## src/rtl/time_counter_pkg.sv

```systemverilog
// time_counter_pkg: FSM state codes and active-low 7-segment patterns {g,f,e,d,c,b,a}.
package time_counter_pkg;
    localparam logic [2:0] S0 = 3'b000;
    localparam logic [2:0] S1 = 3'b001;
    localparam logic [2:0] S2 = 3'b010;
    localparam logic [2:0] S3 = 3'b011;
    localparam logic [6:0] SEG_0 = 7'b1000000;
    localparam logic [6:0] SEG_1 = 7'b1111001;
    localparam logic [6:0] SEG_2 = 7'b0100100;
    localparam logic [6:0] SEG_3 = 7'b0110000;
    localparam logic [6:0] SEG_4 = 7'b0011001;
    localparam logic [6:0] SEG_5 = 7'b0010010;
    localparam logic [6:0] SEG_6 = 7'b0000010;
    localparam logic [6:0] SEG_7 = 7'b1111000;
    localparam logic [6:0] SEG_8 = 7'b0000000;
    localparam logic [6:0] SEG_9 = 7'b0010000;
    localparam logic [6:0] SEG_BLANK = 7'b1111111;
endpackage

```

## src/rtl/seg7_decoder.sv

```systemverilog
// seg7_decoder: BCD digit to active-low 7-segment pattern, blank above 9.
module seg7_decoder
    import time_counter_pkg::*;
(
    input  logic [3:0] bcd_i,
    output logic [6:0] seg_o
);
    always_comb begin
        case (bcd_i)
            4'd0: seg_o = SEG_0;
            4'd1: seg_o = SEG_1;
            4'd2: seg_o = SEG_2;
            4'd3: seg_o = SEG_3;
            4'd4: seg_o = SEG_4;
            4'd5: seg_o = SEG_5;
            4'd6: seg_o = SEG_6;
            4'd7: seg_o = SEG_7;
            4'd8: seg_o = SEG_8;
            4'd9: seg_o = SEG_9;
            default: seg_o = SEG_BLANK;
        endcase
    end
endmodule

```

## src/rtl/time_counter_with_display.sv

```systemverilog
// time_counter_with_display: MM:SS up/down stopwatch with switch-driven FSM,
// 1 Hz tick divider, blinking status LED and four 7-segment digits.
module time_counter_with_display
    import time_counter_pkg::*;
#(
    parameter int TICK_DIV = 50_000_000
) (
    input  logic       clk,
    input  logic       rst,
    input  logic       switch0,
    input  logic       switch1,
    input  logic       switch2,
    output logic [6:0] seg1,
    output logic [6:0] seg2,
    output logic [6:0] seg3,
    output logic [6:0] seg4,
    output logic [2:0] state,
    output logic       led
);
    localparam int DW = (TICK_DIV > 2) ? $clog2(TICK_DIV) : 1;
    logic [2:0]    state_q, state_d;
    logic [DW-1:0] div_q, div_d, half_q, half_d;
    logic          blink_q, blink_d;
    logic [5:0]    second_count, minute_count, sec_d, min_d;
    logic          run, clr, tick, half_wrap;
    always_comb begin
        state_d   = {1'b0, switch1, switch0};
        run       = state_q == S1;
        clr       = state_q == S3;
        tick      = run && div_q == DW'(TICK_DIV - 1);
        div_d     = clr ? '0 : !run ? div_q : tick ? '0 : div_q + 1'b1;
        // blink phase counter is separate from the divider so it restarts on every S1 entry
        half_wrap = half_q == DW'(TICK_DIV / 2 - 1);
        half_d    = (!run || half_wrap) ? '0 : half_q + 1'b1;
        blink_d   = run && (blink_q ^ half_wrap);
        sec_d     = second_count;
        min_d     = minute_count;
        if (clr) begin
            sec_d = '0;
            min_d = '0;
        end else if (tick && !switch2) begin
            sec_d = (second_count == 6'd59) ? '0 : second_count + 1'b1;
            min_d = (second_count != 6'd59) ? minute_count : (minute_count == 6'd59) ? '0 : minute_count + 1'b1;
        end else if (tick) begin
            sec_d = (second_count == 6'd0) ? 6'd59 : second_count - 1'b1;
            min_d = (second_count != 6'd0) ? minute_count : (minute_count == 6'd0) ? 6'd59 : minute_count - 1'b1;
        end
    end
    always_ff @(posedge clk) begin
        if (rst) begin
            state_q      <= S0;
            div_q        <= '0;
            half_q       <= '0;
            blink_q      <= 1'b0;
            second_count <= '0;
            minute_count <= '0;
        end else begin
            state_q      <= state_d;
            div_q        <= div_d;
            half_q       <= half_d;
            blink_q      <= blink_d;
            second_count <= sec_d;
            minute_count <= min_d;
        end
    end
    assign state = state_q;
    assign led   = (state_q == S2) || (run && blink_q);
    seg7_decoder u_seg1 (.bcd_i(4'(minute_count / 6'd10)), .seg_o(seg1));
    seg7_decoder u_seg2 (.bcd_i(4'(minute_count % 6'd10)), .seg_o(seg2));
    seg7_decoder u_seg3 (.bcd_i(4'(second_count / 6'd10)), .seg_o(seg3));
    seg7_decoder u_seg4 (.bcd_i(4'(second_count % 6'd10)), .seg_o(seg4));
endmodule

```

## config.mk

```make
export PLATFORM = sky130hd
export DESIGN_NAME = time_counter_with_display
export DESIGN_NICKNAME = d
export VERILOG_FILES = /design/src/rtl/time_counter_pkg.sv /design/src/rtl/seg7_decoder.sv /design/src/rtl/time_counter_with_display.sv
export SDC_FILE = /design/constraint.sdc
export NUM_CORES = 1
export LEC_CHECK = 0
export ABC_AREA = 0
export BUFFER_PORTS_ARGS = -buffer_cell sky130_fd_sc_hd__buf_4
export CAP_MARGIN = 15
export CORE_UTILIZATION = 50
export CTS_CLUSTER_DIAMETER = 150
export DETAILED_ROUTE_END_ITERATION = 10
export PLACE_DENSITY = 0.68
export SLEW_MARGIN = 25
export SYNTH_ARGS = -nofsm -noshare
export SYNTH_HDL_FRONTEND = slang
export SYNTH_SLANG_ARGS = --single-unit
```

## constraint.sdc

```tcl
create_clock -name clk -period 3.49 [get_ports clk]
set_input_delay 0.1745 -clock clk [delete_from_list [all_inputs] [get_ports clk]]
set_output_delay 0.1745 -clock clk [all_outputs]
set_load 0.02 [all_outputs]
```

* Word-level counts from Yosys, hierarchy flattened
Memories as Yosys holds them, arrays and structs flattened.
Index checks and enable logic that the tools add are counted.
** Word-level totals
- Input port bits :: 5
- Memories :: 4
- Register bits :: 68
- Output and inout bits :: 32
- ROM bits :: 448
- Word-level logic and storage cells :: 58
** Memory list
- (name not given) :: depth 16, width 7, rd ports 1, clocked after Yosys merged registers in 0, wr ports 0, RTL line seg7_decoder.sv:9 : case (bcd_i)
- (name not given) :: depth 16, width 7, rd ports 1, clocked after Yosys merged registers in 0, wr ports 0, RTL line seg7_decoder.sv:9
- (name not given) :: depth 16, width 7, rd ports 1, clocked after Yosys merged registers in 0, wr ports 0, RTL line seg7_decoder.sv:9
- (name not given) :: depth 16, width 7, rd ports 1, clocked after Yosys merged registers in 0, wr ports 0, RTL line seg7_decoder.sv:9
** Cells by class
- Divide/modulo/power cells :: 4
- Multiplexer cells :: 11
- Eq/ne operators :: 10
- Bitwise logic cells :: 1
- Reduce and logical (&&, ||, !) cells :: 15
- Add/subtract/negate cells :: 6
** Operators with widths (number)
- 2-to-1 mux 6 bit :: 10
- adder 26 x 1 -> 26 bit (second input constant) :: 2
- equality test 26 x 25 -> 1 bit (second input constant) :: 1
- equality test 26 bit (second input constant) :: 1
- 2-to-1 mux 26 bit :: 1
- adder 6 x 1 -> 6 bit (second input constant) :: 2
- divider 6 x 4 -> 6 bit (second input constant) :: 2
- equality test 6 bit (second input constant) :: 2
- logical NOT 6 bit :: 2
- remainder unit 6 x 4 -> 6 bit (second input constant) :: 2
- subtractor 6 x 1 -> 6 bit (second input constant) :: 2
- equality test 3 x 2 -> 1 bit (second input constant) :: 2
- != test 6 bit (second input constant) :: 1
- nonzero test 6 bit :: 1
- logical AND 1 bit :: 4
- != test 2 bit (second input constant) :: 2
- OR reduction 2 bit :: 2
- equality test 3 x 1 -> 1 bit (second input constant) :: 1
- AND reduction 3 bit :: 1
- logical NOT 1 bit :: 2
- logical OR 1 bit :: 2
- nonzero test 2 bit :: 1
- XOR 1 bit :: 1

* Depth between registers and ports, before layout
Gate-level depths: netlist of the first run.
- Depth in word-level cells :: 5
- Depth in mapped cells :: 11
- Mapped depth without buffers :: 11

* Modules after synthesis
From an unflattened synthesis of the first run, not the netlist that was laid out.
** Second synthesis, totals
- Cells, all modules :: 650
- Area, all modules :: 4923.5 µm²
** By module, submodules not included
- time_counter_with_display :: cells an instance 518, times used 1, sequential area each 1341.3 µm², area each 4082.7 µm²
- seg7_decoder :: cells an instance 33, times used 4, sequential area each 0.0 µm², area each 210.2 µm²

* Least setup slack after synthesis of the first run
No wires, ideal clock.
- Kind :: flip-flop to output port
- Start point :: register second_count[0]
- End point :: output port seg4[3]
- Arrival time :: 2.890 ns
- Data required time :: 3.316 ns
- Slack :: 0.425 ns
- Cell stages (with the launch flop) :: 11
- Path buffers :: 1
- Cells stage by stage :: dfxtp_1 > inv_1 > ha_1 > clkbuf_1 > o21ai_0 > o21ai_0 > a211oi_1 > xnor2_1 > ha_1 > mux2i_1 > o21ai_0
** On the way
- Cells in the longest elaborated chain, start to end :: 2
** RTL lines
- start, declared :: RTL line time_counter_with_display.sv:24 : logic [5:0] second_count, minute_count, sec_d, min_d;
- start signal, assigned :: RTL line time_counter_with_display.sv:55 : second_count <= '0;
- start signal, assigned :: RTL line time_counter_with_display.sv:62 : second_count <= sec_d;
- remainder unit 6 x 4 -> 6 bit :: RTL line time_counter_with_display.sv:71 : seg7_decoder u_seg4 (.bcd_i(4'(second_count % 6'd10)), .seg_o(seg4));
- memory read (16 x 7 bit)
- end, declared :: RTL line time_counter_with_display.sv:16 : output logic [6:0] seg4,
No other way between the ends.

* Final worst setup path of the first run
- Start point :: register minute_count[0]
- End point :: output port seg2[4]
** On the way
- Cells in the longest elaborated chain, start to end :: 2
** RTL lines
- start, declared :: RTL line time_counter_with_display.sv:24
- start signal, assigned :: RTL line time_counter_with_display.sv:63 : minute_count <= min_d;
- remainder unit 6 x 4 -> 6 bit :: RTL line time_counter_with_display.sv:69 : seg7_decoder u_seg2 (.bcd_i(4'(minute_count % 6'd10)), .seg_o(seg2));
- memory read (16 x 7 bit)
- end, declared :: RTL line time_counter_with_display.sv:14 : output logic [6:0] seg2,
No other way between the ends.

==> qor.yml, run 1 <==
wl_mm: 9.64
synth_compound_area_share_pct: 14.4
cp_top_family: "compound AO/OA/AOI/OAI gates"
grt_max_degree: 27
synth_fp_nets: 628
numClockSinks: 67
synth-seq-cells: 67
crit_chain: "inv_1 -> ha_1 -> nor2_1 -> o21ai_0 -> a221oi_2 -> xnor2_1 -> inv_1 -> ha_1 -> inv_1 -> o21ai_0 -> o21ai_0 -> buf_4"
reg2reg_slack_ns: 0.84
min_period_over_period_pct: 90.1
crit_path_end_kind: "primary output"
final_common_cell: "nor2_1"
worst_r2r_path_depth: 8
cp-start-kind: "register"
critPathSlowestCell: "dfxtp_2"
grt_pass1_vias: 3827
worst_ep_arrival_time_ns: 2.97
outcome: "complete, but fails checks"
core.rowCount: 34
worstSetupPathType: "reg -> out"
vias_per_cell: 5.64
htree_levels: 3
cts_buffers: 9
core_area_sq_um: 8810
cpPeakStageDelay_ns: 0.41
whs_ns: 0.0429
final_cell_mix: "nor2_1, dfxtp_1, nand2_1, buf_4, o21ai_0"
first_iter_violations: 180
seq_area_sq_um: 1340
num-nets-final: 655
fp.dieArea_sq_um: 9600
yosys_most_used_dff: "dfxtp_1"
routabilityCongestion: 0.849
die_w_um: 98.0
holdPathStages: 2
rsz0062_at_grt: "false"
pre_cts_slack_ns: 0.448
leakage_nw: 1.94
crit_cells: 12
postCtsHoldBufs: 0
syn_area_per_cell_sq_um: 7.76
hold_viol_final: 0
fmax_mhz: 318
slew_viol_final: 0
synth.distinct_cells: 64
synth_edf_count: 0
power_density_nw_per_um2: 287
initial_core_util_pct: 52.3
yosysTopAreaCell: "dfxtp_1"
synthMuxAreaShare_pct: 3.07
synth_top_family_by_area: "simple AND/OR/NAND/NOR gates"
grt_overflow: 0
syn_area_sq_um: 4600
fin_ws_ns: 0.345
ant_nets: 0
async_flop_share_pct: 0
die_y_um: 98.0
crit_required_ns: 3.32
diodes: 0
hp-class: "in -> reg"
setup_viol: 0
ioPinCount: 37
ir_worst_vdd_v: 0.000208
area_delta_synth_final_pct: 11.6
power.total_w: 0.00147
clk-insertion-delay-late_ns: 0.34
worstMarginPinSlew_ns: 0.794
relSlewSlack_pct: 46.6
routedWlPerCell_um: 13.2
synth_top_cell_area_share_pct: 29.1
clkSlewWorstSetupHoldPaths_ns: 0.07
tns_ns: 0
worst_clock_skew_ns: 0.00766
synth_xor_area_share_pct: 11.6
drive_gt1_share_pct: 11.8
synthAdderAreaFrac_pct: 8.37
port_buffers: 35
firstDrtPassIters: 8
synth_area_leaders: "dfxtp_1, ha_1, nor2_1, xor2_1, xnor2_1"
vias: 4136
grt_usage_pct: 20.9
multi_input_area_sq_um: 3030
tritoncts: "yes"
antenna_found_initial: 0
grt_pass1_wl_mm: 17.0
yosys_warnings: 0
period_minus_slack_ns: 3.14
yosys.area_share.simple_pct: 28.3
postSynthCellCount: 593
dpl.hpwl_mm: 7.00
cts_buffer_depth: 2
worst-path-buf-inv: 4
yosysSeqAreaShare_pct: 29.1
drc: 4
clock-root-buffer: "clkbuf_8"
drv_cap: 0
violations: "design-rule violations"
fillCellCount: 800
crit_path_max_fanout: 9
routing by layer:
metal	wire length (um)	GRT usage (%)
met5	0	0
met4	104	5.83
met3	361	4.15
met2	4790	36.5
met1	4390	26.1
state kept, by name, summed over array words and instances, names as in the netlist:
register / flops
blink_q: 1
div_q: 26
half_q: 26
minute_count: 6
second_count: 6
state: 2
logic make-up after synthesis:
logic type / after synthesis
and+or+nand+nor: 261
AOI/OAI and AO/OA: 107
DFF: 67
xor gates and xnor gates: 61
buffers and inverters: 51
adders and majority gates: 31
muxes: 14
other: 1
power breakdown:
| group | switching (W) | leakage, nW | internal [W] | total (W) |
|---|---|---|---|---|
| logic | 0.0000280 | 1.30 | 0.0000146 | 0.0000425 |
| clock network | 0.000307 | 0.0995 | 0.000355 | 0.000662 |
| registers | 0.00000323 | 0.541 | 0.000767 | 0.000770 |
what timing repair did:
action                     4_1_cts  5_1_grt
setup endpoints to repair        0       10
resized for setup                0        2
buffers inserted                 0        3
worst paths after layout:
path / from / to
setup reg to reg: second_count[1]$_SDFFE_PP0P_ / minute_count[0]$_SDFFE_PP0P_
setup / recovery: minute_count[0]$_SDFFE_PP0P_ / seg2[4]
hold reg to reg: half_q[0]$_SDFF_PP0_ / half_q[0]$_SDFF_PP0_
hold / removal: switch0 / state[0]$_SDFF_PP0_
metrics by stage:
step / cell area [sq um] / cells / utilization, %
4_1_cts: 5110 / 730 / 58.1
3_3_place_gp: 4910 / 714 / 55.7
6_report: 5140 / 733 / 58.4
2_1_floorplan: 4600 / 593 / -
3_5_place_dp: 4910 / 714 / 55.7
5_1_grt: 5140 / 733 / 58.4
layout make-up:
cell class	count	area share, %
flip-flops and latches	67	26.1
well taps	108	2.63
clock inverters	6	1.39
clock buffers	10	2.68
repair buffers	45	6.57
inverters	22	1.61
multi-input cells	475	59.0
cells in the mapped netlist, types with 13 or more instances:
master / count
nor2_1: 87
dfxtp_1: 67
nand2_1: 49
o21ai_0: 40
xor2_1: 35
ha_1: 30
nand3_1: 28
xnor2_1: 26
a21oi_1: 21
inv_1: 21
clkbuf_1: 18
nor3_1: 14
mux2i_1: 13
No activity file was read; power rests on OpenSTA's default activity.
==> run 2, diff against run 1 <==
--- a/config.mk
+++ b/config.mk
@@ -8,11 +8,12 @@
 export ABC_AREA = 0
 export BUFFER_PORTS_ARGS = -buffer_cell sky130_fd_sc_hd__buf_4
 export CAP_MARGIN = 15
-export CORE_UTILIZATION = 50
+export CORE_UTILIZATION = 30
 export CTS_CLUSTER_DIAMETER = 150
 export DETAILED_ROUTE_END_ITERATION = 10
-export PLACE_DENSITY = 0.68
+export RECOVER_POWER = 25
 export SLEW_MARGIN = 25
 export SYNTH_ARGS = -nofsm -noshare
 export SYNTH_HDL_FRONTEND = slang
+export SYNTH_HIERARCHICAL = 1
 export SYNTH_SLANG_ARGS = --single-unit
==> qor.yml, run 2 <==
outcome: "complete, no violations"
vias_per_cell: 5.00
fp.dieArea_sq_um: 16900
firstDrtPassIters: 4
numClockSinks: 67
top_regs: "div_q (26), half_q (26)"
postSynthCellCount: 650
wl_mm: 10.8
synthAdderAreaFrac_pct: 9.15
first_iter_violations: 311
worst_ep_arrival_time_ns: 3.10
worstMarginPinSlew_ns: 1.09
grt_pass1_wl_mm: 18.3
ioPinCount: 37
placed_area_sq_um: 5380
min_period_over_period_pct: 93.9
initial_core_util_pct: 30.9
clkSlewWorstSetupHoldPaths_ns: 0.06
crit_path_max_fanout: 19
min_from: "switch0"
tritoncts: "yes"
min_to: "state[0]$_SDFF_PP0_"
grt_usage_pct: 13.2
holdPathStages: 2
critPathSlowestCell: "a221o_2"
syn_area_per_cell_sq_um: 7.57
core.rowCount: 46
final_area_sq_um: 5760
yosys_warnings: 6
synth_top_family_by_area: "simple AND/OR/NAND/NOR gates"
synth_xor_area_share_pct: 8.36
diodes: 0
yosys_most_used_dff: "dfxtp_1"
synthMuxAreaShare_pct: 0.407
hold_viol_final: 0
async_flop_share_pct: 0
drc: 0
synth-seq-cells: 67
synth.most_common_cell: "nor2_1"
routedWlPerCell_um: 12.0
worst_clock_skew_ns: 0.00685
cp-start-kind: "register"
tns_ns: 0
worstSetupPathType: "reg -> out"
num-nets-final: 720
syn_area_sq_um: 4920
reg2reg_from: "div_q[9]$_SDFFE_PP0P_"
yosysSeqAreaShare_pct: 27.2
synth_top_cell_area_share_pct: 27.2
port_buffers: 35
fillCellCount: 1672
postCtsHoldBufs: 0
die_y_um: 130
synth_edf_count: 0
yosys.area_share.simple_pct: 31.3
antenna_found_initial: 0
ant_nets: 0
grt_max_degree: 22
relSlewSlack_pct: 26.6
crit_path_end_kind: "primary output"
routabilityCongestion: 0.858
power_density_nw_per_um2: 332
die_w_um: 130
clk-insertion-delay-late_ns: 0.33
worst_r2r_path_depth: 6
crit_required_ns: 3.32
grt_overflow: 0
hp-class: "in -> reg"
core_area_sq_um: 15900
synth_area_leaders: "dfxtp_1, ha_1, nor2_1, xor2_1, o21ai_0"
htree_levels: 3
final_common_cell: "nor2_1"
period_minus_slack_ns: 3.28
synth.distinct_cells: 63
leakage_nw: 2.06
drive_gt1_share_pct: 11.8
cts_buffers: 9
fmax_mhz: 305
rsz0062_at_grt: "false"
dpl.hpwl_mm: 7.57
ir_worst_vdd_v: 0.000259
slew_viol_final: 0
ys_top_cells_by_count: "nor2_1, dfxtp_1, nand2_1"
grt_pass1_vias: 4019
drv_cap: 0
synth_compound_area_share_pct: 17.6
vias: 4497
timing.rr.end: "div_q[14]$_SDFFE_PP0P_"
area_delta_synth_final_pct: 17.1
cts_buffer_depth: 2
yosysTopAreaCell: "dfxtp_1"
cpPeakStageDelay_ns: 0.37
setup_viol: 0
crit_chain: "buf_4 -> ha_1 -> o21ai_0 -> nand2_1 -> a221o_2 -> a211o_1 -> o211ai_1 -> inv_1 -> ha_1 -> or2_1 -> a21oi_2 -> a31oi_1 -> buf_4"
final_cell_mix: "nor2_1, dfxtp_1, nand2_1, buf_4"
reg2reg_slack_ns: 0.77
clock-root-buffer: "clkbuf_16"
run 2: changes by cell type after synthesis, sizes merged, moves of 6 or more:
| cell | change |
|---|---|
| xnor2 | -8 |
| a21oi | +20 |
| nand4 | +6 |
| nand2b | +13 |
| nor3 | -6 |
| ha | +6 |
| mux2i | -11 |
| inv | +8 |
| a31oi | +10 |
| nor4 | +8 |
| xor2 | -6 |
| clkbuf | +6 |
| nand3 | +8 |
run 2: worst max path at each step:
stage | slack, ns | cells after the start | start | end
global route | 0.009 | 13 | minute_count[3]$_SDFFE_PP0P_ | seg2[3]
global placement | 0.32 | 11 | second_count[0]$_SDFFE_PP0P_ | seg4[3]
CTS | 0.08 | 12 | second_count[0]$_SDFFE_PP0P_ | seg4[3]
floorplan | 0.31 | 12 | minute_count[4]$_SDFFE_PP0P_ | seg2[4]
detailed placement | 0.28 | 12 | second_count[0]$_SDFFE_PP0P_ | seg4[3]
finish | 0.21 | 13 | minute_count[3]$_SDFFE_PP0P_ | seg2[3]
run 2: where the power goes:
group	internal [W]	switching [W]	total, W
combinational	0.0000289	0.0000482	0.0000770
clock	0.000718	0.000345	0.00106
sequential	0.000768	0.00000472	0.000772
total	0.00151	0.000398	0.00191
run 2: final cells by class:
type | count | area (sq um) | area share, %
clock inverter | 6 | 111 | 1.93
clock buffer | 10 | 239 | 4.15
multi-input combinational | 523 | 3340 | 57.9
sequential | 67 | 1340 | 23.3
timing repair buffer | 49 | 353 | 6.12
tap | 216 | 270 | 4.69
inverter | 29 | 109 | 1.89
run 2: cells by family (layout without fill, tap and decap cells):
family / count (synthesis) / count (layout)
and+or+nand+nor: 296 / 296
AOI/OAI and AO/OA: 137 / 137
DFF: 67 / 67
buffers and inverters: 64 / 94
xor gates and xnor gates: 47 / 47
adders and majority gates: 36 / 36
muxes: 2 / 2
other: 1 / 5
run 2: stage by stage:
stage / utilization [%] / cells / worst slack (ns) / hold WS [ns] / power [W]
2_1_floorplan: - / 654 / 0.306 / 0.244 / 0.000845
3_3_place_gp: 33.7 / 881 / 0.322 / 0.386 / 0.000868
3_5_place_dp: 33.7 / 881 / 0.284 / 0.393 / 0.000868
4_1_cts: 36.0 / 897 / 0.0807 / 0.0407 / 0.00194
5_1_grt: 36.1 / 900 / 0.00940 / 0.0861 / 0.00198
6_report: 36.1 / 900 / 0.212 / 0.0563 / 0.00191
run 2: layer usage:
layer  vias to the layer above  GRT usage (%)  wire length (um)
met1                      2057           16.8              5270
met5                         -              0                 0
met3                        12           3.28               383
met4                         0           4.51               126
met2                        82           21.6              5010
li1                       2346              -                 -
run 2: timing repair:
action	CTS	global route
endpoints found under the setup margin	7	12
buffers inserted	0	3
pin swaps	0	4
gates resized for setup	2	10
run 2: critical path: cells and delay by family (launching register included):
family	cells	cell delay, ns
fa+ha+maj	2	0.45
compound gates	6	1.21
flops	1	0.31
simple gates	2	0.29
buf+inv	3	0.52
==> run 3, diff against run 2 <==
==> constraint.sdc (replaced) <==
create_clock -name clk -period 3.49 [get_ports clk]
set_input_delay 0.698 -clock clk [delete_from_list [all_inputs] [get_ports clk]]
set_output_delay 0.698 -clock clk [all_outputs]
set_load 0.02 [all_outputs]
==> qor.yml, run 3 (synthesis gave the netlist of run 2 again) <==
outcome: "complete, no violations"
use_met3_pct: 3.03
cts_buffers: 9
cpPeakStageDelay_ns: 0.47
period_minus_slack_ns: 3.48
worst-path-buf-inv: 2
tritoncts: "yes"
routabilityCongestion: 0.820
firstDrtPassIters: 4
postCtsHoldBufs: 0
worst_clock_skew_ns: 0.00776
num-nets-final: 741
vias: 4603
power.total_w: 0.00183
leakage_nw: 2.17
top_regs: "div_q (26), half_q (26)"
wl_mm: 10.6
crit_path_max_fanout: 3
hold_viol_final: 0
globalRouteMet2Util_pct: 23.5
drc: 0
die_w_um: 130
final_cell_mix: "nor2_1, dfxtp_1, buf_4, nand2_1, nand3_1"
crit_required_ns: 2.79
grt_overflow: 0
core.rowCount: 46
rsz0062_at_grt: "true"
relSlewSlack_pct: 44.1
cp_top_family: "simple AND/OR/NAND/NOR gates"
slew_viol_final: 0
ant_nets: 0
ir_worst_vdd_v: 0.000203
clkSlewWorstSetupHoldPaths_ns: 0.05
dpl.hpwl_mm: 7.64
clk-insertion-delay-late_ns: 0.34
worstSetupPathType: "reg -> out"
die_y_um: 130
ioPinCount: 37
fmax_mhz: 287
met1_usage_pct: 16.1
busiest_layer: "met2"
core_area_sq_um: 15900
cts_buffer_depth: 2
cp-start-kind: "register"
worstMarginPinSlew_ns: 0.830
final_common_cell: "nor2_1"
diodes: 0
crit_path_end_kind: "primary output"
drive_gt1_share_pct: 18.0
critPathMostFrequentCell: "o21ai_2"
fin_util_pct: 37.8
worst_ep_arrival_time_ns: 2.79
drv_cap: 0
fp.dieArea_sq_um: 16900
numClockSinks: 67
grt_pass1_wl_mm: 18.6
grt_max_degree: 23
initial_core_util_pct: 30.9
routedWlPerCell_um: 11.5
setup_viol: 0
port_buffers: 35
grt_usage_pct: 13.3
area_delta_synth_final_pct: 22.5
clock-root-buffer: "clkbuf_16"
crit_chain: "inv_2 -> ha_4 -> a21o_1 -> o21ai_2 -> a311oi_2 -> ha_2 -> or3b_2 -> o21ai_2 -> or2b_4 -> a21oi_4 -> nor2_2 -> buf_6"
htree_levels: 3
whs_ns: 0.492
critPathSlowestCell: "or3b_2"
vias_per_cell: 5.00
hp-class: "reg -> reg"
first_iter_violations: 275
antenna_found_initial: 0
power_density_nw_per_um2: 304
min_period_over_period_pct: 99.8
grt_pass1_vias: 4203
-- run 3: cell types whose count changed in the layout (fill, tap and decap cells not counted), sizes merged --
cell    delta
clkinv     +1
clkbuf     -1
inv        +1
bufinv     -1
buf       +21
-- run 3: worst paths after layout --
check	startpoint	slack [ns]	cells past startpoint	endpoint
worst max-delay path	minute_count[3]$_SDFFE_PP0P_	0.005	12	seg2[0]
worst min register to register	half_q[0]$_SDFF_PP0_	0.49	1	half_q[0]$_SDFF_PP0_
worst min-delay path	half_q[0]$_SDFF_PP0_	0.49	1	half_q[0]$_SDFF_PP0_
worst max register to register	div_q[9]$_SDFFE_PP0P_	0.71	5	div_q[3]$_SDFFE_PP0P_
-- run 3: routing by layer --
metal	vias to the layer above	part of all wire, %
met1	2124	47
met3	10	3.7
met5	-	0
li1	2390	-
met2	79	48
met4	0	1.2
-- run 3: what timing repair did --
action | in CTS | in global routing
setup endpoints to repair | 16 | 21
pin swaps | 11 | 14
gates resized for setup | 22 | 23
setup buffers | 2 | 8
gates cloned | 0 | 0
-- run 3: power by group --
part | internal [W] | switching [W]
sequential | 0.000768 | 0.00000463
combinational | 0.0000290 | 0.0000474
clock | 0.000630 | 0.000356
-- run 3: area by class of cell --
type | count | area [sq um]
sequential | 67 | 1350
clock inverter | 7 | 98.8
inverter | 29 | 109
multi-input combinational | 523 | 3450
timing repair buffer | 70 | 529
fill | 1657 | 9910
tap | 216 | 270
clock buffer | 9 | 225
-- run 3: metrics by stage --
step                std cells  setup TNS, ns  worst slack, ns  instance area, sq um
floorplan                 654              0          0.00212                  4960
global placement          895              0            0.136                  5500
detailed placement        895              0           0.0909                  5500
CTS                       913        -0.0331          -0.0175                  5910
global route              921         -0.952           -0.147                  6030
finish                    921              0          0.00536                  6030
-- run 3: worst reg2reg max path: cells and delay by family (launching register included) --
family	cells	cell delay, ns
flops	1	0.38
simple gates	5	2.27
